`src/rtl/dsp_pkg.sv`:
```
// dsp_pkg: widths, FSM state type and log2 clamp shared by the dsp_avg block-averager.
package dsp_pkg;
  localparam int W_CORDIC = 31;
  localparam int MAX_LOG2 = 15;
  localparam int W_PHASE  = W_CORDIC + 1;
  localparam int ACC_W    = W_CORDIC + 1 + MAX_LOG2;
  localparam int CNT_W    = MAX_LOG2 + 1;
  typedef enum logic [1:0] {IDLE, ACC, DUMP} state_t;
  function automatic logic [3:0] clamp_log2(input logic [3:0] v);
    return (int'(v) > MAX_LOG2) ? 4'(MAX_LOG2) : v;
  endfunction
endpackage

```
`src/rtl/dsp_avg_if.sv`:
```
// dsp_avg_if: demodulator input set and averaged-output handshake bus of dsp_avg.
interface dsp_avg_if;
  import dsp_pkg::*;
  logic                in_strobe, out_ack, out_valid, overrun;
  logic [W_CORDIC-1:0] mag_ref, mag_a, mag_b, mag_c;
  logic [W_PHASE-1:0]  phase_ref, phase_a, phase_b, phase_c;
  logic [W_CORDIC-1:0] avg_mag_ref, avg_mag_a, avg_mag_b, avg_mag_c;
  logic [W_PHASE-1:0]  avg_phase_ref, avg_phase_a, avg_phase_b, avg_phase_c;
  modport master (
    output in_strobe, out_ack, mag_ref, mag_a, mag_b, mag_c,
           phase_ref, phase_a, phase_b, phase_c,
    input  out_valid, overrun, avg_mag_ref, avg_mag_a, avg_mag_b, avg_mag_c,
           avg_phase_ref, avg_phase_a, avg_phase_b, avg_phase_c
  );
  modport slave (
    input  in_strobe, out_ack, mag_ref, mag_a, mag_b, mag_c,
           phase_ref, phase_a, phase_b, phase_c,
    output out_valid, overrun, avg_mag_ref, avg_mag_a, avg_mag_b, avg_mag_c,
           avg_phase_ref, avg_phase_a, avg_phase_b, avg_phase_c
  );
endinterface

```
`src/rtl/dsp_avg_lane.sv`:
```
// dsp_avg_lane: one channel's magnitude sum, phase-deviation sum, block reference phase and averaged output.
module dsp_avg_lane
  import dsp_pkg::*;
(
  input  logic                clk,
  input  logic                reset_n,
  input  logic                start_i,
  input  logic                acc_i,
  input  logic                dump_i,
  input  logic [3:0]          n_log2_i,
  input  logic [W_CORDIC-1:0] mag_i,
  input  logic [W_PHASE-1:0]  phase_i,
  output logic [W_CORDIC-1:0] avg_mag_o,
  output logic [W_PHASE-1:0]  avg_phase_o
);
  logic        [ACC_W-1:0]    mag_acc_q, mag_acc_d;
  logic signed [ACC_W-1:0]    ph_acc_q, ph_acc_d;
  logic        [W_PHASE-1:0]  first_q, first_d, avg_phase_q, avg_phase_d, dev;
  logic        [W_CORDIC-1:0] avg_mag_q, avg_mag_d;
  // phase deviations wrap modulo full scale, so a block straddling +-pi averages correctly
  always_comb begin
    dev         = phase_i - first_q;
    mag_acc_d   = start_i ? ACC_W'(mag_i) : acc_i ? mag_acc_q + ACC_W'(mag_i) : mag_acc_q;
    ph_acc_d    = start_i ? '0 : acc_i ? ph_acc_q + $signed({{(ACC_W-W_PHASE){dev[W_PHASE-1]}}, dev}) : ph_acc_q;
    first_d     = start_i ? phase_i : first_q;
    avg_mag_d   = dump_i ? W_CORDIC'(mag_acc_q >> n_log2_i) : avg_mag_q;
    avg_phase_d = dump_i ? first_q + W_PHASE'(ph_acc_q >>> n_log2_i) : avg_phase_q;
  end
  always_ff @(posedge clk or negedge reset_n)
    if (!reset_n) begin
      mag_acc_q   <= '0;
      ph_acc_q    <= '0;
      first_q     <= '0;
      avg_mag_q   <= '0;
      avg_phase_q <= '0;
    end else begin
      mag_acc_q   <= mag_acc_d;
      ph_acc_q    <= ph_acc_d;
      first_q     <= first_d;
      avg_mag_q   <= avg_mag_d;
      avg_phase_q <= avg_phase_d;
    end
  assign avg_mag_o   = avg_mag_q;
  assign avg_phase_o = avg_phase_q;
endmodule

```
`src/rtl/dsp_avg.sv`:
```
// dsp_avg: averages 2^avg_log2 demodulator sets on four lanes behind a valid/ack handshake.
// Defining DSP_AVG_OVF_CNT_EN adds a saturating overrun_cnt output.
module dsp_avg
  import dsp_pkg::*;
(
  input  logic        clk,
  input  logic        reset_n,
  input  logic        enable,
  input  logic [3:0]  avg_log2,
`ifdef DSP_AVG_OVF_CNT_EN
  output logic [15:0] overrun_cnt,
`endif
  dsp_avg_if.slave    bus
);
  state_t           state_q, state_d;
  logic [CNT_W-1:0] cnt_q, cnt_d;
  logic [3:0]       n_log2_q, n_log2_d;
  logic             out_valid_q, out_valid_d, overrun_q, overrun_d;
  logic             start, acc, dump, ack, ovw;
  always_comb begin
    state_d  = state_q;
    cnt_d    = cnt_q;
    n_log2_d = n_log2_q;
    start    = 1'b0;
    acc      = 1'b0;
    case (state_q)
      IDLE: if (bus.in_strobe) begin
        start    = 1'b1;
        n_log2_d = clamp_log2(avg_log2);
        cnt_d    = CNT_W'(1);
        state_d  = (n_log2_d == 4'd0) ? DUMP : ACC;
      end
      ACC: if (bus.in_strobe) begin
        acc   = 1'b1;
        cnt_d = cnt_q + CNT_W'(1);
        if (cnt_d == (CNT_W'(1) << n_log2_q)) state_d = DUMP;
      end
      default: state_d = IDLE;
    endcase
    // a disabled block is abandoned; published results are left alone
    if (!enable) begin
      state_d = IDLE;
      start   = 1'b0;
      acc     = 1'b0;
    end
    dump        = (state_q == DUMP) && enable;
    ack         = bus.out_ack && out_valid_q;
    ovw         = dump && out_valid_q && !bus.out_ack;
    out_valid_d = dump || (out_valid_q && !ack);
    overrun_d   = ovw || (overrun_q && !ack);
  end
  always_ff @(posedge clk or negedge reset_n)
    if (!reset_n) begin
      state_q     <= IDLE;
      cnt_q       <= '0;
      n_log2_q    <= '0;
      out_valid_q <= 1'b0;
      overrun_q   <= 1'b0;
    end else begin
      state_q     <= state_d;
      cnt_q       <= cnt_d;
      n_log2_q    <= n_log2_d;
      out_valid_q <= out_valid_d;
      overrun_q   <= overrun_d;
    end
  assign bus.out_valid = out_valid_q;
  assign bus.overrun   = overrun_q;
`ifdef DSP_AVG_OVF_CNT_EN
  logic [15:0] ovf_cnt_q, ovf_cnt_d;
  assign ovf_cnt_d = (ovw && ovf_cnt_q != 16'hFFFF) ? ovf_cnt_q + 16'd1 : ovf_cnt_q;
  always_ff @(posedge clk or negedge reset_n)
    if (!reset_n) ovf_cnt_q <= '0;
    else ovf_cnt_q <= ovf_cnt_d;
  assign overrun_cnt = ovf_cnt_q;
`endif
  dsp_avg_lane u_ref (
    .clk(clk), .reset_n(reset_n), .start_i(start), .acc_i(acc), .dump_i(dump), .n_log2_i(n_log2_q),
    .mag_i(bus.mag_ref), .phase_i(bus.phase_ref), .avg_mag_o(bus.avg_mag_ref), .avg_phase_o(bus.avg_phase_ref)
  );
  dsp_avg_lane u_a (
    .clk(clk), .reset_n(reset_n), .start_i(start), .acc_i(acc), .dump_i(dump), .n_log2_i(n_log2_q),
    .mag_i(bus.mag_a), .phase_i(bus.phase_a), .avg_mag_o(bus.avg_mag_a), .avg_phase_o(bus.avg_phase_a)
  );
  dsp_avg_lane u_b (
    .clk(clk), .reset_n(reset_n), .start_i(start), .acc_i(acc), .dump_i(dump), .n_log2_i(n_log2_q),
    .mag_i(bus.mag_b), .phase_i(bus.phase_b), .avg_mag_o(bus.avg_mag_b), .avg_phase_o(bus.avg_phase_b)
  );
  dsp_avg_lane u_c (
    .clk(clk), .reset_n(reset_n), .start_i(start), .acc_i(acc), .dump_i(dump), .n_log2_i(n_log2_q),
    .mag_i(bus.mag_c), .phase_i(bus.phase_c), .avg_mag_o(bus.avg_mag_c), .avg_phase_o(bus.avg_phase_c)
  );
endmodule

```
`src/flat_wrapper.sv`:
```
// flat-port wrapper written by rule: the top's interface ports become plain ports
module dsp_avg_flat import dsp_pkg::*;
  (clk, reset_n, enable, avg_log2, bus_in_strobe, bus_out_ack, bus_mag_ref, bus_mag_a, bus_mag_b, bus_mag_c, bus_phase_ref, bus_phase_a, bus_phase_b, bus_phase_c, bus_out_valid, bus_overrun, bus_avg_mag_ref, bus_avg_mag_a, bus_avg_mag_b, bus_avg_mag_c, bus_avg_phase_ref, bus_avg_phase_a, bus_avg_phase_b, bus_avg_phase_c);
  dsp_avg_if bus_i ();
  input  logic clk;
  input  logic reset_n;
  input  logic enable;
  input  logic [3:0] avg_log2;
  input wire logic [$bits(bus_i.in_strobe)-1:0] bus_in_strobe;
  input wire logic [$bits(bus_i.out_ack)-1:0] bus_out_ack;
  input wire logic [$bits(bus_i.mag_ref)-1:0] bus_mag_ref;
  input wire logic [$bits(bus_i.mag_a)-1:0] bus_mag_a;
  input wire logic [$bits(bus_i.mag_b)-1:0] bus_mag_b;
  input wire logic [$bits(bus_i.mag_c)-1:0] bus_mag_c;
  input wire logic [$bits(bus_i.phase_ref)-1:0] bus_phase_ref;
  input wire logic [$bits(bus_i.phase_a)-1:0] bus_phase_a;
  input wire logic [$bits(bus_i.phase_b)-1:0] bus_phase_b;
  input wire logic [$bits(bus_i.phase_c)-1:0] bus_phase_c;
  output wire logic [$bits(bus_i.out_valid)-1:0] bus_out_valid;
  output wire logic [$bits(bus_i.overrun)-1:0] bus_overrun;
  output wire logic [$bits(bus_i.avg_mag_ref)-1:0] bus_avg_mag_ref;
  output wire logic [$bits(bus_i.avg_mag_a)-1:0] bus_avg_mag_a;
  output wire logic [$bits(bus_i.avg_mag_b)-1:0] bus_avg_mag_b;
  output wire logic [$bits(bus_i.avg_mag_c)-1:0] bus_avg_mag_c;
  output wire logic [$bits(bus_i.avg_phase_ref)-1:0] bus_avg_phase_ref;
  output wire logic [$bits(bus_i.avg_phase_a)-1:0] bus_avg_phase_a;
  output wire logic [$bits(bus_i.avg_phase_b)-1:0] bus_avg_phase_b;
  output wire logic [$bits(bus_i.avg_phase_c)-1:0] bus_avg_phase_c;
  assign bus_i.in_strobe = bus_in_strobe;
  assign bus_i.out_ack = bus_out_ack;
  assign bus_i.mag_ref = bus_mag_ref;
  assign bus_i.mag_a = bus_mag_a;
  assign bus_i.mag_b = bus_mag_b;
  assign bus_i.mag_c = bus_mag_c;
  assign bus_i.phase_ref = bus_phase_ref;
  assign bus_i.phase_a = bus_phase_a;
  assign bus_i.phase_b = bus_phase_b;
  assign bus_i.phase_c = bus_phase_c;
  assign bus_out_valid = bus_i.out_valid;
  assign bus_overrun = bus_i.overrun;
  assign bus_avg_mag_ref = bus_i.avg_mag_ref;
  assign bus_avg_mag_a = bus_i.avg_mag_a;
  assign bus_avg_mag_b = bus_i.avg_mag_b;
  assign bus_avg_mag_c = bus_i.avg_mag_c;
  assign bus_avg_phase_ref = bus_i.avg_phase_ref;
  assign bus_avg_phase_a = bus_i.avg_phase_a;
  assign bus_avg_phase_b = bus_i.avg_phase_b;
  assign bus_avg_phase_c = bus_i.avg_phase_c;
  dsp_avg u_core (.clk(clk), .reset_n(reset_n), .enable(enable), .avg_log2(avg_log2), .bus(bus_i));
endmodule
```
`config.mk`:
```
export PLATFORM = sky130hd
export DESIGN_NAME = dsp_avg_flat
export DESIGN_NICKNAME = d
export VERILOG_FILES = /design/src/rtl/dsp_pkg.sv /design/src/rtl/dsp_avg_if.sv /design/src/rtl/dsp_avg_lane.sv /design/src/rtl/dsp_avg.sv /design/src/flat_wrapper.sv
export SDC_FILE = /design/constraint.sdc
export NUM_CORES = 2
export LEC_CHECK = 0
export ABC_CLOCK_PERIOD_IN_PS = 7310
export CAP_MARGIN = 20
export CELL_PAD_IN_SITES_DETAIL_PLACEMENT = 1
export CELL_PAD_IN_SITES_GLOBAL_PLACEMENT = 1
export CORE_ASPECT_RATIO = 1.4
export CORE_MARGIN = 1.5
export CORE_UTILIZATION = 46
export CTS_CLUSTER_SIZE = 30
export DETAILED_ROUTE_END_ITERATION = 10
export PLACE_DENSITY_LB_ADDON = 0.1
export SETUP_SLACK_MARGIN = 0.15
export SLEW_MARGIN = 25
export SYNTH_ARGS = -nofsm -noshare
export SYNTH_HDL_FRONTEND = slang
export SYNTH_SLANG_ARGS = --single-unit
```
`constraint.sdc`:
```
create_clock -name clk -period 7.31 [get_ports clk]
set_input_delay 1.462 -clock clk [delete_from_list [all_inputs] [get_ports clk]]
set_output_delay 1.462 -clock clk [all_outputs]
set_load 0.1 [all_outputs]
```
==> impl_metrics.json <==
{
  "outcome": "completed",
  "syn_inst": 8781,
  "worstPathMaxFanout": 3,
  "slew_violations": 0,
  "hold_end": "u_core.u_b.avg_phase_o[11]$_DFFE_PN0P_",
  "cap_violations": 0,
  "synth_area_per_cell_um2": 8.22,
  "grt_max_degree": 197,
  "r2r_end": "u_core.u_b.avg_phase_o[30]$_DFFE_PN0P_",
  "cts-root-buf": "clkbuf_16",
  "port_buffers": 514,
  "clkPwrFrac_pct": 14.8,
  "critical_path_required_ns": 7.96,
  "cpMaxStageDelayCell": "clkdlybuf4s50_1",
  "use_met3_pct": 4.40,
  "slew_headroom_pct": 26.5,
  "ant_nets": 0,
  "ys_types": 92,
  "reg2reg_setup_slack_ns": 1.50,
  "postCtsHoldBufs": 0,
  "synth_edf_count": 0,
  "rsz0062_at_grt": "false",
  "top_usage_layer": "met2",
  "cp-end-kind": "flip-flop",
  "finalSetupViolations": 0,
  "drt_iter0_markers": 3840,
  "gr-total-overflow": 0,
  "startpoint_type": "input pin",
  "placed_cell_area_um2": 79200,
  "syn_nets": 9647,
  "grt_pass1_wl_um": 407000,
  "met2_usage_pct": 56.2,
  "yosys.area.top_type_share_pct": 26.9,
  "reg2regPathDepth": 14,
  "dieArea_um2": 159000,
  "rows": 171,
  "path_buf_inv": 5,
  "cts_sinks": 776,
  "synth_flop_cell": "dfrtp_1",
  "yosysTopAreaCell": "dfrtp_1",
  "finalCriticalPeriod_ns": 6.60,
  "cellLeakagePower_nw": 38.2,
  "async_flop_share_pct": 100,
  "postCtsSetupRepairBufs": 0,
  "skew_ns": 0.0311,
  "numCtsBuffers": 96,
  "vias": 68800,
  "cts_resized": 0,
  "timing.rr.start": "u_core.n_log2_q[1]$_DFFE_PN0P_",
  "antenna_found_initial": 25,
  "drc": 0,
  "hp-start": "u_core.u_b.avg_phase_o[11]$_DFFE_PN0P_",
  "max_stage_delay_ns": 0.56,
  "power.density_nw_per_um2": 441,
  "ys_ff_latch": 776,
  "clock_path_buffers": 3,
  "synth.area.top_cells": "dfrtp_1, ha_1, nand2_1, mux4_2, o21ai_0",
  "drt-total-wl_um": 259000,
  "cp.arrival_ns": 7.26,
  "path_clk_slew_ns": 0.06,
  "synth-seq-area-share_pct": 26.9,
  "grt_pass1_vias": 72100,
  "cts_max_level": 3,
  "fmaxAchievable_mhz": 151,
  "tritoncts": "built",
  "die-height_um": 472,
  "grt_usage_pct": 32.1,
  "share_seq_of_total_power_pct": 19.4,
  "drive_above_1_share_pct": 6.81,
  "clk_latency_ns": 0.75,
  "use_met1_pct": 39.4,
  "swShare_pct": 52.3,
  "nNetsFinal": 9909,
  "intPower_w": 0.0174,
  "tightest_slew_ns": 1.10,
  "ys_warn_count": 0,
  "hold_depth": 2,
  "critPathMostFrequentCell": "buf_4",
  "hp-class": "reg -> reg",
  "wire_per_inst_um": 23.1,
  "area_growth_pct": 14.6,
  "power.total_w": 0.0365,
  "switching_power_w": 0.0191,
  "core_area_um2": 156000,
  "power_frac_comb_pct": 65.8,
  "finalWeightedCongestion": 0.918,
  "setup_tns_ns": 0,
  "vdd.ir_drop.worst_uv": 334,
  "firstDrtPassIters": 5,
  "synth_area_um2": 72200,
  "io_pins": 515,
  "floorplan.initialDensity_pct": 46.4,
  "hold_viol": 0,
  "vias_per_cell": 6.13,
  "min_period_over_period_pct": 90.3,
  "fp.dieW_um": 338,
  "worstSetupPathType": "in -> reg",
  "cp_top_family": "compound AO/OA/AOI/OAI gates",
  "finalInstanceArea_um2": 82700,
  "dp_hpwl_um": 196000
}
## cell usage in the layout (no fill, tap or decap), drive strengths merged, types with 94 or more instances in the layout
| cell type | count |
|---|---|
| a31oi | 155 |
| o21ai | 937 |
| a21o | 353 |
| nand3 | 152 |
| clkdlybuf4s50 | 482 |
| ha | 589 |
| inv | 306 |
| nor2 | 490 |
| nand2 | 1451 |
| a211oi | 103 |
| buf | 145 |
| a21oi | 657 |
| xor2 | 226 |
| nor2b | 120 |
| xnor2 | 290 |
| clkbuf | 142 |
| mux2i | 322 |
| and3 | 132 |
| mux4 | 205 |
| dfrtp | 776 |
| nor3 | 94 |
## flip-flops by register name, indices dropped and copies added (netlist names), 32 cells and up
| signal | flops |
|---|---|
| u_core.u_b.mag_acc_q | 46 |
| u_core.u_ref.ph_acc_q | 47 |
| u_core.u_b.first_q | 32 |
| u_core.u_a.avg_phase_o | 32 |
| u_core.u_ref.first_q | 32 |
| u_core.u_a.ph_acc_q | 47 |
| u_core.u_ref.avg_phase_o | 32 |
| u_core.u_ref.mag_acc_q | 46 |
| u_core.u_c.avg_phase_o | 32 |
| u_core.u_a.mag_acc_q | 46 |
| u_core.u_a.first_q | 32 |
| u_core.u_c.mag_acc_q | 46 |
| u_core.u_c.first_q | 32 |
| u_core.u_b.avg_phase_o | 32 |
| u_core.u_c.ph_acc_q | 47 |
| u_core.u_b.ph_acc_q | 47 |
## how the worst max path moves through the flow
stage | startpoint | endpoint | slack [ns] | cells after the start
2_1_floorplan | bus_phase_c[8] | u_core.u_c.ph_acc_q[46]$_DFFE_PN0P_ | 1.02 | 23
3_3_place_gp | bus_phase_c[0] | u_core.u_c.ph_acc_q[46]$_DFFE_PN0P_ | -0.009 | 29
3_5_place_dp | bus_phase_c[0] | u_core.u_c.ph_acc_q[46]$_DFFE_PN0P_ | -0.11 | 30
4_1_cts | bus_phase_c[0] | u_core.u_c.ph_acc_q[46]$_DFFE_PN0P_ | 0.62 | 30
5_1_grt | bus_phase_b[8] | u_core.u_b.ph_acc_q[46]$_DFFE_PN0P_ | 0.19 | 25
6_report | bus_phase_c[2] | u_core.u_c.ph_acc_q[46]$_DFFE_PN0P_ | 0.71 | 28
## per-layer routing
layer / vias up / part of all wire, %
met5: - / 0.061
met4: 24 / 3.9
met3: 495 / 4.9
met2: 1588 / 50
met1: 34400 / 42
li1: 32200 / -
## per-stage QoR
step                      utilization, %  hold slack (ns)  setup slack, ns  std cells
after global placement              51.0            0.453         -0.00919      11000
after CTS                           53.2            0.480            0.621      11200
after detailed placement            50.9            0.461           -0.110      11000
after global routing                53.2            0.493            0.190      11200
final                               53.2            0.475            0.707      11200
after floorplan                        -            0.467             1.02       8781
## synth_stat cells (14+ instances only)
library cell and count:
and3_1 132, nand4_1 88, o2111ai_1 18, nor2b_1 120, ha_1 589, dfrtp_1 776, o31ai_1 56, xor2_1 226
fa_1 16, or3_1 33, or4_1 14, nor2_1 490, o21bai_1 66, clkbuf_1 356, nor3b_1 22, a211oi_1 100
a211o_1 22, inv_1 303, a21o_1 353, a41oi_1 14, a221o_1 17, o21ai_1 69, nand2_1 1451, a311oi_1 15
a31oi_1 155, or2_2 15, a21oi_1 657, o211ai_1 51, mux2i_1 322, nand2b_1 82, nand3_1 152, mux4_2 205
buf_1 83, nor4_1 24, o31a_1 14, buf_2 24, o21ai_0 868, nor3_1 94, mux2_2 49, o21a_1 77
xnor2_1 290, a21boi_0 20, a31o_2 15, and2_1 58
## cell type report
type / count / area [µm²]
inverter: 304 / 1170
multi-input combinational: 7238 / 49900
clock inverter: 36 / 578
antenna: 9 / 22.5
sequential: 776 / 19400
fill: 18500 / 72800
timing repair buffer: 627 / 6080
clock buffer: 142 / 2910
tap: 2076 / 2600
## worst min-delay path, stage by stage, from the launching register on
cell     delay (ns)
dfrtp_1        0.34
nand2_1        0.05
o21ai_0        0.06
## power by group through the flow
stage               Sequential [W]  Combinational [W]  Clock, W
CTS                        0.00704             0.0239   0.00550
floorplan                   0.0104             0.0138         0
detailed placement         0.00710             0.0237         0
global placement           0.00702             0.0231         0
global route               0.00723             0.0260   0.00565
finish                     0.00706             0.0240   0.00540
## kinds of logic after synthesis
group,count (synthesis),share of synthesized area [%]
adders and majority gates,605,10.7
AOI/OAI and AO/OA,2715,23.0
and+or+nand+nor,2826,17.5
buffers and inverters,767,4.03
DFF,776,26.9
xor gates and xnor gates,516,6.26
muxes,576,11.6
No activity file was read; power rests on OpenSTA's default activity.
